## src/rtl/iob_fp_norm_seq_if.sv

```systemverilog
// ============================================================================
// iob_fp_norm_seq_if : operand/result handshake bundle for the normaliser
// Rev 1.0
// ============================================================================
`default_nettype none

interface iob_fp_norm_seq_if #(
    parameter int DATA_W = 24,
    parameter int EXP_W  = 8
);
    logic              valid_i;
    logic              ready_o;
    logic [EXP_W-1:0]  exponent_i;
    logic [DATA_W+3:0] mantissa_i;
    logic              valid_o;
    logic              ready_i;
    logic [EXP_W-1:0]  exponent_o;
    logic [DATA_W+2:0] mantissa_o;
    logic              zero_o;
    logic              overflow_o;

    modport slave (
        input  valid_i, exponent_i, mantissa_i, ready_i,
        output ready_o, valid_o, exponent_o, mantissa_o, zero_o, overflow_o
    );

    modport master (
        output valid_i, exponent_i, mantissa_i, ready_i,
        input  ready_o, valid_o, exponent_o, mantissa_o, zero_o, overflow_o
    );
endinterface

`default_nettype wire

```

## src/rtl/iob_fp_norm_seq.sv

```systemverilog
// ============================================================================
// iob_fp_norm_seq : 1-bit-per-cycle mantissa normaliser feeding the rounder
// Rev 1.0
// ============================================================================
`default_nettype none

module iob_fp_norm_seq #(
    parameter int DATA_W = 24,
    parameter int EXP_W  = 8
) (
    input  logic               clk_i,
    input  logic               rst_n_i,
    input  logic               cke_i,
    iob_fp_norm_seq_if.slave   bus
);
    localparam int              MW        = DATA_W + 3;
    localparam logic [EXP_W-1:0] EXP_ONES = '1;
    localparam logic [EXP_W-1:0] EXP_ONE  = EXP_W'(1);

    typedef enum logic [1:0] {
        S_IDLE  = 2'd0,
        S_SHIFT = 2'd1,
        S_DONE  = 2'd2
    } state_t;

    state_t           state_q;
    logic [EXP_W-1:0] e_q;
    logic [MW-1:0]    m_q;
    logic             ready_q;
    logic             valid_q;
    logic             zero_q;
    logic             ovf_q;

    logic [EXP_W-1:0] exp_inc_d;
    logic [MW-1:0]    carry_m_d;

    // Carry-out: one right shift, with R folded into S so no bit is lost.
    assign exp_inc_d = bus.exponent_i + EXP_ONE;
    assign carry_m_d = {bus.mantissa_i[DATA_W+3:2], bus.mantissa_i[1] | bus.mantissa_i[0]};

    always_ff @(posedge clk_i) begin
        if (!rst_n_i) begin
            state_q <= S_IDLE;
            e_q     <= '0;
            m_q     <= '0;
            ready_q <= 1'b1;
            valid_q <= 1'b0;
            zero_q  <= 1'b0;
            ovf_q   <= 1'b0;
        end else if (cke_i) begin
            case (state_q)
                S_IDLE: begin
                    if (bus.valid_i) begin
                        ready_q <= 1'b0;
                        zero_q  <= 1'b0;
                        ovf_q   <= 1'b0;
                        if (bus.exponent_i == EXP_ONES) begin
                            e_q     <= bus.exponent_i;
                            m_q     <= bus.mantissa_i[MW-1:0];
                            state_q <= S_DONE;
                            valid_q <= 1'b1;
                        end else if (bus.mantissa_i == '0) begin
                            e_q     <= '0;
                            m_q     <= '0;
                            zero_q  <= 1'b1;
                            state_q <= S_DONE;
                            valid_q <= 1'b1;
                        end else if (bus.mantissa_i[DATA_W+3]) begin
                            e_q <= exp_inc_d;
                            if (exp_inc_d == EXP_ONES) begin
                                m_q     <= '0;
                                ovf_q   <= 1'b1;
                                state_q <= S_DONE;
                                valid_q <= 1'b1;
                            end else begin
                                m_q     <= carry_m_d;
                                state_q <= S_SHIFT;
                            end
                        end else begin
                            // Denormal inputs scale as exponent 1.
                            e_q     <= (bus.exponent_i == '0) ? EXP_ONE : bus.exponent_i;
                            m_q     <= bus.mantissa_i[MW-1:0];
                            state_q <= S_SHIFT;
                        end
                    end
                end
                S_SHIFT: begin
                    if (m_q[MW-1]) begin
                        state_q <= S_DONE;
                        valid_q <= 1'b1;
                    end else if (e_q == EXP_ONE) begin
                        e_q     <= '0;
                        state_q <= S_DONE;
                        valid_q <= 1'b1;
                    end else begin
                        m_q <= {m_q[MW-2:0], 1'b0};
                        e_q <= e_q - EXP_ONE;
                    end
                end
                S_DONE: begin
                    if (bus.ready_i) begin
                        state_q <= S_IDLE;
                        valid_q <= 1'b0;
                        ready_q <= 1'b1;
                    end
                end
                default: begin
                    state_q <= S_IDLE;
                    valid_q <= 1'b0;
                    ready_q <= 1'b1;
                end
            endcase
        end
    end

    assign bus.ready_o    = ready_q;
    assign bus.valid_o    = valid_q;
    assign bus.exponent_o = e_q;
    assign bus.mantissa_o = m_q;
    assign bus.zero_o     = zero_q;
    assign bus.overflow_o = ovf_q;

endmodule

`default_nettype wire

```

## src/flat_wrapper.sv

```systemverilog
// flat-port wrapper written by rule: the top's interface ports become plain ports
module iob_fp_norm_seq_flat 
#(
    parameter int DATA_W = 24,
    parameter int EXP_W  = 8
)
  (clk_i, rst_n_i, cke_i, bus_valid_i, bus_exponent_i, bus_mantissa_i, bus_ready_i, bus_ready_o, bus_valid_o, bus_exponent_o, bus_mantissa_o, bus_zero_o, bus_overflow_o);
  iob_fp_norm_seq_if #(.DATA_W(DATA_W), .EXP_W(EXP_W)) bus_i ();
  input  logic clk_i;
  input  logic rst_n_i;
  input  logic cke_i;
  input wire logic [$bits(bus_i.valid_i)-1:0] bus_valid_i;
  input wire logic [$bits(bus_i.exponent_i)-1:0] bus_exponent_i;
  input wire logic [$bits(bus_i.mantissa_i)-1:0] bus_mantissa_i;
  input wire logic [$bits(bus_i.ready_i)-1:0] bus_ready_i;
  output wire logic [$bits(bus_i.ready_o)-1:0] bus_ready_o;
  output wire logic [$bits(bus_i.valid_o)-1:0] bus_valid_o;
  output wire logic [$bits(bus_i.exponent_o)-1:0] bus_exponent_o;
  output wire logic [$bits(bus_i.mantissa_o)-1:0] bus_mantissa_o;
  output wire logic [$bits(bus_i.zero_o)-1:0] bus_zero_o;
  output wire logic [$bits(bus_i.overflow_o)-1:0] bus_overflow_o;
  assign bus_i.valid_i = bus_valid_i;
  assign bus_i.exponent_i = bus_exponent_i;
  assign bus_i.mantissa_i = bus_mantissa_i;
  assign bus_i.ready_i = bus_ready_i;
  assign bus_ready_o = bus_i.ready_o;
  assign bus_valid_o = bus_i.valid_o;
  assign bus_exponent_o = bus_i.exponent_o;
  assign bus_mantissa_o = bus_i.mantissa_o;
  assign bus_zero_o = bus_i.zero_o;
  assign bus_overflow_o = bus_i.overflow_o;
  iob_fp_norm_seq #(.DATA_W(DATA_W), .EXP_W(EXP_W)) u_core (.clk_i(clk_i), .rst_n_i(rst_n_i), .cke_i(cke_i), .bus(bus_i));
endmodule
```

## config.mk

```make
export PLATFORM = sky130hd
export DESIGN_NAME = iob_fp_norm_seq_flat
export DESIGN_NICKNAME = d
export VERILOG_FILES = /design/src/rtl/iob_fp_norm_seq_if.sv /design/src/rtl/iob_fp_norm_seq.sv /design/src/flat_wrapper.sv
export SDC_FILE = /design/constraint.sdc
export NUM_CORES = 1
export LEC_CHECK = 0
export CAP_MARGIN = 20
export CORE_UTILIZATION = 50
export DETAILED_ROUTE_END_ITERATION = 10
export MAX_ROUTING_LAYER = met4
export PLACE_DENSITY = 0.82
export SLEW_MARGIN = 20
export SYNTH_ARGS = -nofsm -noshare
export SYNTH_HDL_FRONTEND = slang
export SYNTH_SLANG_ARGS = --single-unit
```

## constraint.sdc

```tcl
create_clock -name clk_i -period 2.2 [get_ports clk_i]
set_clock_uncertainty 0.1 [all_clocks]
set_input_delay 0.22 -clock clk_i [delete_from_list [all_inputs] [get_ports clk_i]]
set_output_delay 0.22 -clock clk_i [all_outputs]
set_load 0.005 [all_outputs]
```

# After elaboration in Yosys (flattened, before gate mapping)

Index checks and enable logic that the tools add are counted.

Logic and storage cells: 78
Flip-flop bits (word level): 41

Bitwise logic cells: 2
Mux-type cells: 43
Eq/ne operators: 12
Reductions and logical operators: 11
$add $sub $neg: 2

Operators with widths:

| kind                                                | count |
|---|---|
| two-way mux 27 bit                                  | 7 |
| two-way mux 8 bit                                   | 7 |
| one-hot mux 27 bit (2 select lines)                 | 1 |
| zero test 28 bit                                    | 1 |
| equality test 8 bit, second input constant          | 2 |
| two-way mux 1 bit                                   | 16 |
| two-way mux 2 bit                                   | 8 |
| one-hot mux 8 bit (2 select lines)                  | 1 |
| AND reduction 4 bit                                 | 3 |
| adder 8 x 1 -> 8 bit, second input constant         | 1 |
| equality test 8 x 1 -> 1 bit, second input constant | 1 |
| zero test 8 bit                                     | 1 |
| != test 2 bit, second input constant                | 4 |
| subtractor 8 x 1 -> 8 bit, second input constant    | 1 |
| one-hot mux 1 bit (3 select lines)                  | 2 |
| one-hot mux 2 bit (3 select lines)                  | 1 |
| AND reduction 3 bit                                 | 2 |
| AND reduction 6 bit                                 | 1 |
| AND reduction 5 bit                                 | 1 |
| != test 4 x 1 -> 1 bit, second input constant       | 1 |
| != test 4 x 2 -> 1 bit, second input constant       | 1 |
| != test 3 x 1 -> 1 bit, second input constant       | 1 |
| equality test 2 x 1 -> 1 bit, second input constant | 1 |
| equality test 2 bit, second input constant          | 1 |
| other kinds (4)                                     | 4 |

# Longest topological paths before layout

Gate-level depths: netlist of run 1.

Depth in word-level cells: 8
Depth in mapped cells: 8
Depth with buffers taken out: 7

# Least setup slack after synthesis of run 1

Ideal clock, no wire load.

Kind: register to register
Start: reg u_core.e_q[1] (netlist: u_core.bus.exponent_o[1])
End: reg u_core.m_q[4] (netlist: u_core.bus.mantissa_o[4])
Setup time: 0.133 ns
Required time: 1.967 ns
Arrival time: 1.720 ns
Cell stages (with the launch flop): 9
Slack: 0.247 ns
Path through: dfxtp_1 > inv_1 > ha_1 > nor3b_2 > and2_1 > a21oi_2 > buf_4 > mux2i_1 > a31oi_1

Cells in the longest elaborated chain, start to end: 3

RTL lines:

| element                              | RTL line              | source |
|---|---|---|
| from (decl)                          | iob_fp_norm_seq.sv:27 | `logic [EXP_W-1:0] e_q;` |
| from (signal assigned)               | iob_fp_norm_seq.sv:58 | `e_q <= bus.exponent_i;` |
| from (signal assigned)               | iob_fp_norm_seq.sv:69 | `e_q <= exp_inc_d;` |
| from (signal assigned)               | iob_fp_norm_seq.sv:81 | `e_q <= (bus.exponent_i == '0) ? EXP_ONE : bus.exponent_i;` |
| equality test 8 x 1 -> 1 bit         | iob_fp_norm_seq.sv:91 | `end else if (e_q == EXP_ONE) begin` |
| != test 2 bit (no source line)       | --                    |  |
| AND reduction 5 bit (no source line) | --                    |  |
| to (signal assigned)                 | iob_fp_norm_seq.sv:76 | `m_q <= carry_m_d;` |
| to (signal assigned)                 | iob_fp_norm_seq.sv:82 | `m_q <= bus.mantissa_i[MW-1:0];` |
| to (signal assigned)                 | iob_fp_norm_seq.sv:96 | `m_q <= {m_q[MW-2:0], 1'b0};` |
| to (decl)                            | iob_fp_norm_seq.sv:28 | `logic [MW-1:0] m_q;` |

No other way between the ends.
A chain may end at the register's enable or synchronous reset.

# Worst setup path in the final report of run 1

Start: reg u_core.e_q[1] (netlist: u_core.bus.exponent_o[1])
End: reg u_core.m_q[12] (netlist: u_core.bus.mantissa_o[12])

Same word-level chain as after synthesis.

==> results of run 1 <==
[what timing repair did]
| action | 4_1_cts | 5_1_grt |
|---|---|---|
| buffers inserted | 0 | 0 |
| setup endpoints to repair | 0 | 20 |
| resized for setup | 0 | 6 |
| hold buffers | 0 | 0 |
[worst paths after layout]
path                            start                   endpoint  slack, ns  cells past startpoint
max          u_core.bus.exponent_o[1]  u_core.bus.mantissa_o[12]       0.15                      8
min                 u_core.bus.zero_o          u_core.bus.zero_o       0.37                      2
max reg2reg  u_core.bus.exponent_o[1]  u_core.bus.mantissa_o[12]       0.15                      8
min reg2reg         u_core.bus.zero_o          u_core.bus.zero_o       0.37                      2
[worst reg2reg max path: cells and delay by family, from the launching register on]
family	cells	cell delay, ns
buffers and inverters	2	0.31
flip-flops	1	0.37
AO/OA/AOI/OAI	2	0.37
AND/OR/NAND/NOR	2	0.39
adder cells (fa/ha/maj)	1	0.18
multiplexers	1	0.23
[cell type report]
| type | instances | area, um2 |
|---|---|---|
| Tap cell | 75 | 93.8 |
| Clock buffer | 5 | 68.8 |
| Timing Repair Buffer | 146 | 1370 |
| Clock inverter | 3 | 68.8 |
| Fill cell | 441 | 1420 |
| Multi-Input combinational cell | 295 | 2090 |
| Inverter | 8 | 30.0 |
| Sequential cell | 41 | 822 |
[layer usage]
layer,track usage,share of wire,vias up
li1,-,-,1691
met1,0.423,0.42,1718
met2,0.523,0.48,203
met3,0.0534,0.070,33
met4,0.141,0.026,0
met5,-,0,-
[registers in the layout, summed over array words and instances, names as in the netlist]
register / cells
u_core.bus.ready_o: 1
u_core.bus.valid_o: 1
u_core.state_q: 2
u_core.bus.mantissa_o: 27
u_core.bus.zero_o: 1
u_core.bus.overflow_o: 1
u_core.bus.exponent_o: 8
[logic make-up (layout without fill, tap and decap cells)]
family                     count (synthesis)  in the layout  synth area share
and+or+nand+nor                          130            130             0.254
AOI/OAI and AO/OA                        113            113             0.243
DFF                                       41             41             0.265
buffers and inverters                     38            162            0.0663
muxes                                     37             37             0.120
xor gates and xnor gates                  10             10            0.0307
adders and majority gates                  5              5            0.0202
[placed cells by master, fill, tap and decap left out, types with 3 or more instances in the layout]
| cell type | netlist | layout |
|---|---|---|
| nand2_1 | 32 | 32 |
| dfxtp_1 | 41 | 40 |
| xor2_1 | 3 | 3 |
| nand4_1 | 4 | 4 |
| clkdlybuf4s50_1 | 0 | 78 |
| a21oi_1 | 25 | 25 |
| nor4_1 | 10 | 9 |
| and2_1 | 13 | 13 |
| a31oi_1 | 15 | 15 |
| nand3_1 | 3 | 3 |
| a22oi_1 | 3 | 3 |
| clkbuf_8 | 0 | 5 |
| buf_12 | 0 | 6 |
| o31a_1 | 4 | 4 |
| o21a_1 | 3 | 3 |
| o31ai_1 | 3 | 3 |
| or4_1 | 24 | 24 |
| xnor2_1 | 6 | 6 |
| ha_1 | 5 | 4 |
| inv_1 | 8 | 8 |
| nor2_1 | 12 | 11 |
| o21ai_0 | 25 | 25 |
| buf_4 | 3 | 60 |
| mux2i_1 | 36 | 36 |
| a221oi_1 | 14 | 14 |
| nor3_1 | 5 | 5 |
| nor3b_1 | 3 | 3 |
| nor2b_1 | 3 | 3 |
[report_power, final]
part | switching (W) | internal, W | total, W
Sequential | 0.0000608 | 0.000798 | 0.000859
Clock | 0.000293 | 0.000457 | 0.000750
Combinational | 0.000335 | 0.000405 | 0.000740
Total | 0.000689 | 0.00166 | 0.00235
[metrics by stage]
stage                      util  total power [W]
after floorplan               -          0.00121
after global placement    0.735          0.00158
after detailed placement  0.735          0.00159
after CTS                 0.758          0.00234
after global routing      0.762          0.00244
final                     0.762          0.00235
==> results.cfg, run 1 <==
[worst_setup_path]
crit_required_ns = 2.30
cpMaxStageDelayCell = dfxtp_1
critPathLaunchType = register
path_cells = inv_1 -> ha_1 -> nor3b_4 -> and2_1 -> a21oi_2 -> buf_6 -> mux2i_1 -> a31oi_1
critPathMaxFanout = 16
critPathTopFamily = simple AND/OR/NAND/NOR gates
critical_path_class = register to register
end_kind = register
path_buf_inv = 2
slowest_delay_ns = 0.37
cp.arrival_ns = 2.15

[run]
max_cap_violations = 0

[clock_network]
numCtsBuffers = 5
clock_latency_ns = 0.31
cts_buffer_depth = 2
clock-sinks = 41
clkTransAtPathRegs_ns = 0.09
htreeDepth = 2
cts_tree = done
cts_root_buf = clkbuf_8

[sta]
period_needed_ns = 2.05
rsz0062_at_grt = false
period_share = 0.932
hold_viol = 0
layout_setup_ws_ns = 0.150
finalSetupTns_ns = 0
max_slew_margin = 0.671
hold_ws_ns = 0.367
worst_pin_slew_ns = 0.494
max_freq_ghz = 0.488
slew_viol_final = 0
final-setup-viol-count = 0

[detailed_routing]
vias = 3645
drc = 0
drt_iter0_markers = 253
routed_wl_um = 10000
post_drt_wl_per_cell_um = 17.5
firstDrtPassIters = 5
avgViaCountPerCell = 6.36
antenna_left = 0

[floorplan]
dieArea_um2 = 6510
die_h_um = 80.7
io_pins = 80
fp.dieW_um = 80.7
core_um2 = 5960
std_cell_rows = 28
start_util = 0.520

[global_routing]
overflow = 0
grt_antenna_before_repair = 0
grt_start_max_net_pins = 29
grt_pass1_wl_um = 16400
grt_use_total = 0.333
grt_pass1_vias = 3449

[layout]
diodes = 0
syn2layout_area_growth_pct = 46.6
nets = 543
drive_above_1_share = 0.201
fin_cells = 573
fin_area_um2 = 4540

[synth]
netlist.area_leader.share = 0.265
synthCells = 374
synth-seq-cells = 41
synthTopCellsByArea = dfxtp_1 (27%), mux2i_1 (12%), or4_1 (5.8%)
synth_top_area_cell = dfxtp_1
synth-seq-area-share = 0.265
yosysUniqueCellTypes = 65
netlist_area_um2 = 3090
ys_top_cells_by_count = dfxtp_1 (41), mux2i_1 (36), nand2_1 (32), a21oi_1 (25), o21ai_0 (25)
synth_area_per_cell_um2 = 8.27
async_flop_share = 0
synthFlopType = dfxtp_1
synth-warning-count = 0
synth_nets = 420
synth_edf_count = 0
post-synth-top-count-cell = dfxtp_1

[placed_design]
post-place-ws_ns = -0.228
port_buffers = 79
gp_congestion = 0.942
hpwl_um = 7330
dpl_cell_area_um2 = 4380
place.detailed.instances = 565

[outcome]
run_status = finished, final reports clean

[power_and_ir_drop]
p_per_area_nw_per_um2 = 518
p_leak_nw = 1.76
ir_drop_uv = 449

[hold_path]
hold_path.class = register to register
Note: power is estimated with default switching activity, not from simulation.
==> inputs of run 2 (changes only) <==
SKIP_CTS_REPAIR_TIMING = 1   (was not set)
==> results of run 2 <==
Same layout as run 1: the final DEF is identical, and so are final timing and power.
